**config.mk**
```make
export PLATFORM = sky130hd
export DESIGN_NAME = gpu_alu_wb
export DESIGN_NICKNAME = d
export VERILOG_FILES = /design/src/rtl/gpu_pkg.sv /design/src/rtl/gpu_flag_unit.sv /design/src/rtl/gpu_alu_wb.sv
export SDC_FILE = /design/constraint.sdc
export NUM_CORES = 1
export LEC_CHECK = 0
export ABC_AREA = 1
export CORE_MARGIN = 2
export CORE_UTILIZATION = 50
export DETAILED_ROUTE_END_ITERATION = 12
export DONT_BUFFER_PORTS = 1
export PLACE_DENSITY = 0.66
export SYNTH_ARGS = -nofsm -noshare
export SYNTH_HDL_FRONTEND = slang
export SYNTH_SLANG_ARGS = --single-unit
export TNS_END_PERCENT = 50
```
**constraint.sdc**
```tcl
create_clock -name sys_clk -period 1.4 [get_ports sys_clk]
set_input_delay 0.28 -clock sys_clk [delete_from_list [all_inputs] [get_ports sys_clk]]
set_output_delay 0.28 -clock sys_clk [all_outputs]
set_load 0.02 [all_outputs]
```
**src/rtl/gpu_pkg.sv**
```systemverilog
// gpu_pkg: shared widths, flag bit positions and writeback buffer states
package gpu_pkg;
  localparam int RW_DEF = 32;
  localparam int AW_DEF = 5;
  localparam int FLAG_Z = 0;
  localparam int FLAG_C = 1;
  localparam int FLAG_N = 2;
  typedef enum logic {BUF_EMPTY = 1'b0, BUF_FULL = 1'b1} buf_state_e;
endpackage

```
**src/rtl/gpu_flag_unit.sv**
```systemverilog
// gpu_flag_unit: Z/C/N flag registers with direct-write priority over ALU updates
module gpu_flag_unit
  import gpu_pkg::*;
(
  input  logic       clk,
  input  logic       rst,
  input  logic       upd_zn,
  input  logic       upd_c,
  input  logic       z_in,
  input  logic       c_in,
  input  logic       n_in,
  input  logic       flagwr,
  input  logic [2:0] flagwr_data,
  output logic [2:0] flags
);
  logic [2:0] flags_q, flags_d;
  always_comb begin
    flags_d         = flags_q;
    flags_d[FLAG_Z] = upd_zn ? z_in : flags_q[FLAG_Z];
    flags_d[FLAG_N] = upd_zn ? n_in : flags_q[FLAG_N];
    flags_d[FLAG_C] = upd_c ? c_in : flags_q[FLAG_C];
    flags_d         = flagwr ? flagwr_data : flags_d;
  end
  always_ff @(posedge clk) begin
    if (rst) flags_q <= '0;
    else     flags_q <= flags_d;
  end
  assign flags = flags_q;
endmodule

```
**src/rtl/gpu_alu_wb.sv**
```systemverilog
// gpu_alu_wb: ALU flag update and register-file write-port arbitration with a one-entry collision buffer
module gpu_alu_wb
  import gpu_pkg::*;
#(
  parameter int RW = RW_DEF,
  parameter int AW = AW_DEF
) (
  input  logic          sys_clk,
  input  logic          reset,
  input  logic          alu_valid,
  output logic          alu_ready,
  input  logic [RW-1:0] aluq,
  input  logic          alu_co,
  input  logic [AW-1:0] alu_dst,
  input  logic          alu_wr_en,
  input  logic          flag_zn_en,
  input  logic          flag_c_en,
  input  logic          load_we,
  input  logic [AW-1:0] load_addr,
  input  logic [RW-1:0] load_data,
  input  logic          flagwr,
  input  logic [2:0]    flagwr_data,
  output logic          zero_flag,
  output logic          carry_flag,
  output logic          nega_flag,
  output logic          rf_we,
  output logic [AW-1:0] rf_addr,
  output logic [RW-1:0] rf_data,
  output logic          pend_valid,
  output logic [AW-1:0] pend_addr
);
  buf_state_e    state_q, state_d;
  logic [AW-1:0] buf_addr_q, buf_addr_d, rf_addr_q, rf_addr_d;
  logic [RW-1:0] buf_data_q, buf_data_d, rf_data_q, rf_data_d;
  logic          rf_we_q, rf_we_d;
  logic          acc, alu_wr, full, fill;
  logic [2:0]    flags;
  always_comb begin
    full       = state_q == BUF_FULL;
    acc        = alu_valid & ~full;
    alu_wr     = acc & alu_wr_en;
    fill       = alu_wr & load_we;
    state_d    = (fill | (full & load_we)) ? BUF_FULL : BUF_EMPTY;
    buf_addr_d = fill ? alu_dst : buf_addr_q;
    buf_data_d = fill ? aluq : buf_data_q;
    rf_we_d    = load_we | full | alu_wr;
    rf_addr_d  = load_we ? load_addr : full ? buf_addr_q : alu_wr ? alu_dst : rf_addr_q;
    rf_data_d  = load_we ? load_data : full ? buf_data_q : alu_wr ? aluq : rf_data_q;
  end
  always_ff @(posedge sys_clk) begin
    if (reset) begin
      state_q    <= BUF_EMPTY;
      buf_addr_q <= '0;
      buf_data_q <= '0;
      rf_we_q    <= 1'b0;
      rf_addr_q  <= '0;
      rf_data_q  <= '0;
    end else begin
      state_q    <= state_d;
      buf_addr_q <= buf_addr_d;
      buf_data_q <= buf_data_d;
      rf_we_q    <= rf_we_d;
      rf_addr_q  <= rf_addr_d;
      rf_data_q  <= rf_data_d;
    end
  end
  gpu_flag_unit u_flags (
    .clk         (sys_clk),
    .rst         (reset),
    .upd_zn      (acc & flag_zn_en),
    .upd_c       (acc & flag_c_en),
    .z_in        (aluq == '0),
    .c_in        (alu_co),
    .n_in        (aluq[RW-1]),
    .flagwr      (flagwr),
    .flagwr_data (flagwr_data),
    .flags       (flags)
  );
  assign alu_ready  = ~full;
  assign pend_valid = full;
  assign pend_addr  = buf_addr_q;
  assign rf_we      = rf_we_q;
  assign rf_addr    = rf_addr_q;
  assign rf_data    = rf_data_q;
  assign zero_flag  = flags[FLAG_Z];
  assign carry_flag = flags[FLAG_C];
  assign nega_flag  = flags[FLAG_N];
endmodule

```
==> metrics, run 1 <==
ANT nets after route=0; Hold Crit Start=load_we; status=completed; area leader, netlist=dfxtp_1; LEAKAGE=1.34 nW; YS warnings=0; via/cell ratio=5.52; total negative setup slack=0 ns; VDD IR max=0.578 mV; Synth Flop Type=dfxtp_1; # rows=30; vias in the first global route=2655; Synth-to-Final Area Change=7.98%; final wirelength=8330 um; post-CTS resize count=0; Post-Route Skew=0.00834 ns; share of post-route cells with drive strength above 1=6.94%; antenna violations before repair=0; Hold Path End=rf_addr[3]$_SDFFE_PP0P_; flop2flop setup slack=0.20 ns; Hold-fix buffers, CTS=1; grt total ovfl=0; Die H=88.0 um; Die Wd=88.0 um; first-pass GRT wire length=13000 um; clock slew at reported path FFs=0.08 ns; Num CTS Buffers=9; PwrDens=1300 mW/mm2; via count=3076; CP Class=reg2out; Hold Crit Class=in2reg; DP HPWL=5700 um; TritonCTS clock tree=done; fmax=791 MHz; endpoint class of the critical path=output pin; TritonRoute pass-1 iters=4; Relative slew margins=79.2%; Avg WL per Cell=15.0 um; total core area=0.00679 mm2; Post-synth EDFFs=0; Iteration-0 DRC Markers=118; Critical Path Start Type=flop; largest net degree at the start of global routing=47; crit-path max FO=19; RSZ-0062 raised after global routing=false; top cell type's share of synthesized area=44.8%; WP data arrival=0.98 ns; Final period util=90.3%; Core Util, Final=56.1%; Final Critical Period=1.26 ns; Top delay family on crit path=flip-flops; DRC violations left=0; Clock Sinks=79; FF-to-FF End=rf_data[4]$_SDFFE_PP0P_; Reg2Reg Depth=6; crit path cell chain=buf_4; Slew Viols, Final=0; CP peak stage delay=0.37 ns; Syn Nets=557; synth top area cells=dfxtp_1, nand2_1, o211ai_1; Seq/Total Area, Yosys=44.8%; Hold Vio Cnt, Final=0; IO Port Bufs=0; Initial Utilization=51.9%; Syn Inst Count=471; post-synthesis average cell area=7.49 um2; final setup violation count=0; critical path required time=1.12 ns; worst slew pin tran=0.312 ns; slowest CP cell=dfxtp_2; # IOs=134; ys async rst share=0%; count of cell types in the netlist=20; Final nets=542; Ant. Diodes=0; WHS Path Cells=2; CTS max path bufs=2; worst skew pair latency=0.34 ns; GR Util All Layers=21.6%; Root Driver=clkbuf_8; RR Startpoint=pend_valid$_SDFF_PP0_; Mapped Area=0.00353 mm2; GP Congestion=0.768; Crit path buffers/inverters=1; Synth Register Bits=79; max cap viols=0; Die ar.=0.00774 mm2; Max H-tree Level=3; setup bufs post-CTS=0
registers in the layout, indices dropped and copies added, names as in the netlist:
signal	cells
rf_addr	5
rf_data	32
rf_we	1
u_flags.flags	3
pend_addr	5
buf_data_q	32
pend_valid	1
layout make-up:
class / instances / area, um2
fillers: 634 / 2990
inverters: 44 / 165
clock buffers: 12 / 135
repair buffers: 14 / 170
well taps: 96 / 120
multi-input cells: 308 / 1570
clock inverters: 4 / 70.1
flip-flops and latches: 79 / 1580
metrics by stage:
stage                     instances  setup WS (ns)  total power (W)  hold slack, ns  instance area [um2]
final                           557          0.136          0.00495          0.0861                 3810
after global routing            557         0.0514          0.00518          0.0772                 3810
after CTS                       557          0.116          0.00499          0.0675                 3810
after detailed placement        540          0.219          0.00321           0.352                 3590
after global placement          540          0.280          0.00319           0.353                 3590
after floorplan                 471         0.0714          0.00310           0.349                 3530
logic make-up after synthesis:
family | share of synthesized area [%]
compound gates | 31.2
buf+inv | 10.9
flops | 44.8
simple gates | 13.1
per-layer routing:
layer	share of wire (%)	track usage, %	vias to the layer above
met5	0	0	-
met4	0.46	7.83	0
met3	8.9	6.88	2
met2	46	33.2	104
met1	45	28.4	1361
li1	-	-	1609
cells in the mapped netlist, types with 2 or more instances:
master and instances:
a21oi_1 39, a31oi_1 39, buf_2 21, buf_4 3, buf_6 4, clkbuf_1 12
dfxtp_1 79, inv_1 42, inv_2 2, nand2_1 88, nand3_1 3, nand4_1 4
nor2_1 19, o211ai_1 37, o21ai_0 24, o21ai_1 51
power breakdown:
part	internal (W)	leakage (nW)	switching (W)	total [W]
logic	0.000215	0.579	0.000303	0.000518
clock network	0.00100	0.104	0.000790	0.00179
registers	0.00241	0.652	0.000226	0.00264
cells in the final DEF (no fill, tap or decap), drive strengths merged:
cell type	netlist	final
clkbuf	12	12
a21oi	39	39
nor2	19	19
nor3	1	1
clkinv	0	2
nand4	4	4
nand3	4	4
a211oi	1	1
o211ai	37	37
dfxtp	79	79
buf	28	13
nand2	88	88
a31oi	39	39
bufinv	0	2
o21ai	75	75
dlygate4sd3	0	1
or2	1	1
inv	44	44
worst max path at each step:
stage	slack [ns]	startpoint	cells after the start	to
global placement	0.28	pend_valid$_SDFF_PP0_	5	pend_addr[4]$_SDFFE_PP0P_
global route	0.05	pend_valid$_SDFF_PP0_	6	rf_data[4]$_SDFFE_PP0P_
CTS	0.12	pend_valid$_SDFF_PP0_	1	pend_valid
finish	0.14	pend_valid$_SDFF_PP0_	1	pend_valid
detailed placement	0.22	pend_valid$_SDFF_PP0_	6	rf_data[4]$_SDFFE_PP0P_
floorplan	0.07	pend_valid$_SDFF_PP0_	7	rf_data[10]$_SDFFE_PP0P_
Power figures use the tool's default switching activity.
==> inputs of run 2 (changes only) <==
==> constraint.sdc (replaced) <==
create_clock -name sys_clk -period 1.4 [get_ports sys_clk]
set_input_delay 0.21 -clock sys_clk [delete_from_list [all_inputs] [get_ports sys_clk]]
set_output_delay 0.21 -clock sys_clk [all_outputs]
set_load 0.02 [all_outputs]
==> run 2 against run 1 <==
Compared with the run above:
- count of clock-buffer cells in the layout stayed put
- sequential power hardly changed
- cell count is 0.18% higher
- core utilization is 0.70 points higher
- clock skew is 0.0024 ns lower
- power is 5.5% higher
- maximum frequency is 4.3% higher
- critical endpoint is now rf_data[7]$_SDFFE_PP0P_
- highest routed layer unchanged
- hold slack worse by 0.066 ns
- wire length is 0.17% higher
==> metrics, run 2 (synthesis results as in run 1) <==
status=completed; Max H-tree Level=3; via/cell ratio=5.56; Die ar.=0.00774 mm2; Hold Crit Start=load_data[22]; Root Driver=clkbuf_8; Num CTS Buffers=9; share of post-route cells with drive strength above 1=7.14%; CP Launch Point=load_data[7]; Relative slew margins=77.3%; Post-Route Skew=0.00591 ns; fmax=825 MHz; Hold Vio Cnt, Final=0; Final nets=544; final setup violation count=0; Avg WL per Cell=15.0 um; Final Critical Period=1.21 ns; VDD IR max=0.643 mV; # rows=30; Synth-to-Final Area Change=9.33%; ANT nets after route=0; CTS max path bufs=2; worst skew pair latency=0.34 ns; post-CTS resize count=0; Iteration-0 DRC Markers=140; final wirelength=8350 um; largest net degree at the start of global routing=55; RSZ-0062 raised after global routing=false; TritonCTS clock tree=done; CP Class=in2reg; setup bufs post-CTS=0; Fillers=675; Clock Sinks=79; Hold-fix buffers, CTS=1; GR Util All Layers=21.4%; worst slew pin tran=0.340 ns; total negative setup slack=0 ns; Critical Path Start Type=input port; critical path required time=1.67 ns; endpoint class of the critical path=flop; PwrDens=1350 mW/mm2; WP data arrival=1.49 ns; Final period util=86.6%; Initial Utilization=51.9%; GP Congestion=0.799; # IOs=134; Die H=88.0 um; first-pass GRT wire length=12900 um; DP HPWL=5760 um; IO Port Bufs=0; Core Util, Final=56.8%; crit-path max FO=1; Die Wd=88.0 um; RR Startpoint=pend_valid$_SDFF_PP0_; grt total ovfl=0; total core area=0.00679 mm2; antenna violations before repair=0; TritonRoute pass-1 iters=4; via count=3105; max cap viols=0; most frequent cells in the layout=nand2_1, dfxtp_1, o21ai_1; most common cell after layout, fill and taps aside=nand2_1; Slew Viols, Final=0; clock slew at reported path FFs=0.08 ns; Hold Crit Class=in2reg; vias in the first global route=2662; LEAKAGE=1.36 nW; DRC violations left=0; Ant. Diodes=0
==> run 2: changes by cell type in the layout (fill, tap and decap cells not counted), sizes merged <==
cell,change
clkinv,-2
dlygate4sd3,+2
bufinv,+1
==> run 2: layout make-up <==
type / count / area (um2) / area share (%)
Sequential cell: 79 / 1580 / 41.0
Clock inverter: 3 / 90.1 / 2.34
Timing Repair Buffer: 16 / 178 / 4.61
Tap cell: 96 / 120 / 3.11
Multi-Input combinational cell: 308 / 1570 / 40.6
Clock buffer: 12 / 155 / 4.02
Inverter: 44 / 165 / 4.28
==> run 2: worst paths after layout <==
check        slack, ns                          end  cells past startpoint
min               0.02     rf_data[22]$_SDFFE_PP0P_                      2
min reg2reg       0.45  buf_data_q[18]$_SDFFE_PP0P_                      2
max reg2reg       0.21     rf_data[14]$_SDFFE_PP0P_                      6
max               0.19      rf_data[7]$_SDFFE_PP0P_                      4
==> run 2: worst max-delay path: stages <==
cell           delay [ns]
dlygate4sd3_1        0.52
nand2_1              0.05
dlygate4sd3_1        0.55
a31oi_1              0.15
==> run 2: layer usage <==
metal | track usage (%) | up-vias | routed length (um) | share of wire [%]
met4 | 7.13 | 0 | 111 | 1.3
li1 | - | 1601 | - | -
met2 | 33.5 | 110 | 3710 | 44
met5 | 0 | - | 0 | 0
met1 | 28.2 | 1384 | 3770 | 45
met3 | 6.60 | 10 | 765 | 9.2
==> run 2: through the flow <==
step           std cells  hold WS (ns)  total power (W)  setup slack [ns]  instance area [um2]
6_report             558        0.0199          0.00522             0.188                 3860
5_1_grt              558       0.00284          0.00547            0.0606                 3860
4_1_cts              556       0.00945          0.00526             0.194                 3840
3_5_place_dp         540         0.283          0.00320             0.227                 3580
3_3_place_gp         540         0.282          0.00319             0.283                 3580
2_1_floorplan        471         0.279          0.00310            0.0714                 3530
==> run 2: power breakdown <==
| group | total (W) | internal (W) | switching, W |
|---|---|---|---|
| clock | 0.00207 | 0.00127 | 0.000793 |
| sequential | 0.00263 | 0.00241 | 0.000223 |
| combinational | 0.000518 | 0.000215 | 0.000303 |
==> inputs of run 3 (changes only) <==
clock period = 1.3 ns   (was 1.4 ns; I/O delays follow)
==> run 3 against run 2 <==
Compared with the run above:
- count of clock-buffer cells in the layout is 2 lower
- hold slack worse by 0.012 ns
- sequential cell count stayed put
- power is 1.0% higher
- core utilization is 3.4 points higher
- via count is 6.0% higher
- cell area is 6.0% higher
- critical path depth is 3 lower
==> metrics, run 3 (synthesis results as in run 1) <==
Top delay family on crit path=flip-flops; Die ar.=0.00774 mm2; share of post-route cells with drive strength above 1=7.42%; most common cell after layout, fill and taps aside=nand2_1; slowest CP cell=dfxtp_2; total power=0.00527 W; ANT nets after route=0; Avg WL per Cell=16.2 um; IO Port Bufs=0; TritonRoute pass-1 iters=4; via/cell ratio=5.66; RR Startpoint=pend_valid$_SDFF_PP0_; Crit path buffers/inverters=1; Critical Path Start Type=flop; WP data arrival=1.06 ns; vias in the first global route=3124; flop2flop setup slack=0.06 ns; critical path required time=1.11 ns; Hold Path End=rf_data[15]$_SDFFE_PP0P_; grt total ovfl=0; TritonCTS clock tree=done; Final nets=568; fmax=800 MHz; total core area=0.00679 mm2; Initial Utilization=51.9%; PwrDens=1290 mW/mm2; Hold Crit Class=in2reg; Hold Crit Start=load_data[15]; final wirelength=9390 um; Root Driver=clkbuf_8; VDD IR max=0.625 mV; GR Util All Layers=24.2%; WHS Path Cells=2; GP Congestion=0.799; antenna violations before repair=0; worst slew pin tran=0.780 ns; DP HPWL=5970 um; CP Launch Point=pend_valid$_SDFF_PP0_; Ant. Diodes=0; final setup violation count=0; Die H=88.0 um; Final period util=96.2%; setup bufs post-CTS=0; CTS max path bufs=2; Die Wd=88.0 um; critical path depth=1; clock slew at reported path FFs=0.08 ns; CP peak stage delay=0.40 ns; first-pass GRT wire length=14700 um; Iteration-0 DRC Markers=130; Reg2Reg Depth=5; Synth-to-Final Area Change=15.9%; Hold Vio Cnt, Final=0; Clock Sinks=79; Num CTS Buffers=9; FF-to-FF End=rf_data[5]$_SDFFE_PP0P_; via count=3291; max cap viols=0; RSZ-0062 raised after global routing=true; crit path cell chain=buf_4; LEAKAGE=1.45 nW; DRC violations left=0; total negative setup slack=0 ns; Post-Route Skew=0.0108 ns; status=completed; CP Class=reg2out; Max H-tree Level=3; endpoint class of the critical path=output pin; worst skew pair latency=0.35 ns; # IOs=134; Final Critical Period=1.25 ns; crit-path max FO=23; most frequent cells in the layout=nand2_1, dfxtp_1, o21ai_1; # rows=30; largest net degree at the start of global routing=51; Slew Viols, Final=0; Relative slew margins=48.0%
[run 3: power by group]
| part | internal (W) | switching, W |
|---|---|---|
| clock | 0.000912 | 0.000861 |
| sequential | 0.00260 | 0.000244 |
| combinational | 0.000296 | 0.000365 |
[run 3: worst max path at each step]
stage,endpoint,slack [ns]
final,pend_valid,0.05
after global routing,u_flags.flags[0]$_SDFFE_PP0P_,-0.02
after CTS,rf_data[15]$_SDFFE_PP0P_,0.03
after detailed placement,u_flags.flags[0]$_SDFFE_PP0P_,0.10
after global placement,buf_data_q[24]$_SDFFE_PP0P_,0.15
after floorplan,buf_data_q[10]$_SDFFE_PP0P_,0.07
[run 3: repair_timing]
action / 4_1_cts / 5_1_grt
hold endpoints to repair: 28 / 0
gates resized for setup: 0 / 6
setup endpoints to repair: 0 / 21
hold buffers: 25 / 0
[run 3: through the flow]
step           worst slack [ns]  hold WS [ns]  cell area (um2)  util (%)  std cells
6_report                 0.0498       0.00818             4090      60.1        581
5_1_grt                 -0.0175       0.00252             4090      60.1        581
4_1_cts                  0.0273      0.000130             4050      59.6        580
3_5_place_dp              0.101         0.269             3610      53.2        541
3_3_place_gp              0.152         0.265             3610      53.2        541
2_1_floorplan            0.0723         0.260             3530         -        471
[run 3: routing by layer]
metal | up-vias | part of all wire, % | global-route usage, % | wire length, um
met3 | 12 | 7.7 | 6.41 | 719
li1 | 1651 | - | - | -
met4 | 0 | 1.4 | 9.09 | 136
met1 | 1518 | 44 | 29.8 | 4140
met2 | 110 | 47 | 40.5 | 4400
met5 | - | 0 | 0 | 0
[run 3: cell type report]
cell class / instances / area (um2)
well taps: 96 / 120
repair buffers: 40 / 458
multi-input cells: 308 / 1580
inverters: 44 / 165
clock buffers: 10 / 138
flip-flops and latches: 79 / 1580
clock inverters: 4 / 47.5
fillers: 640 / 2710
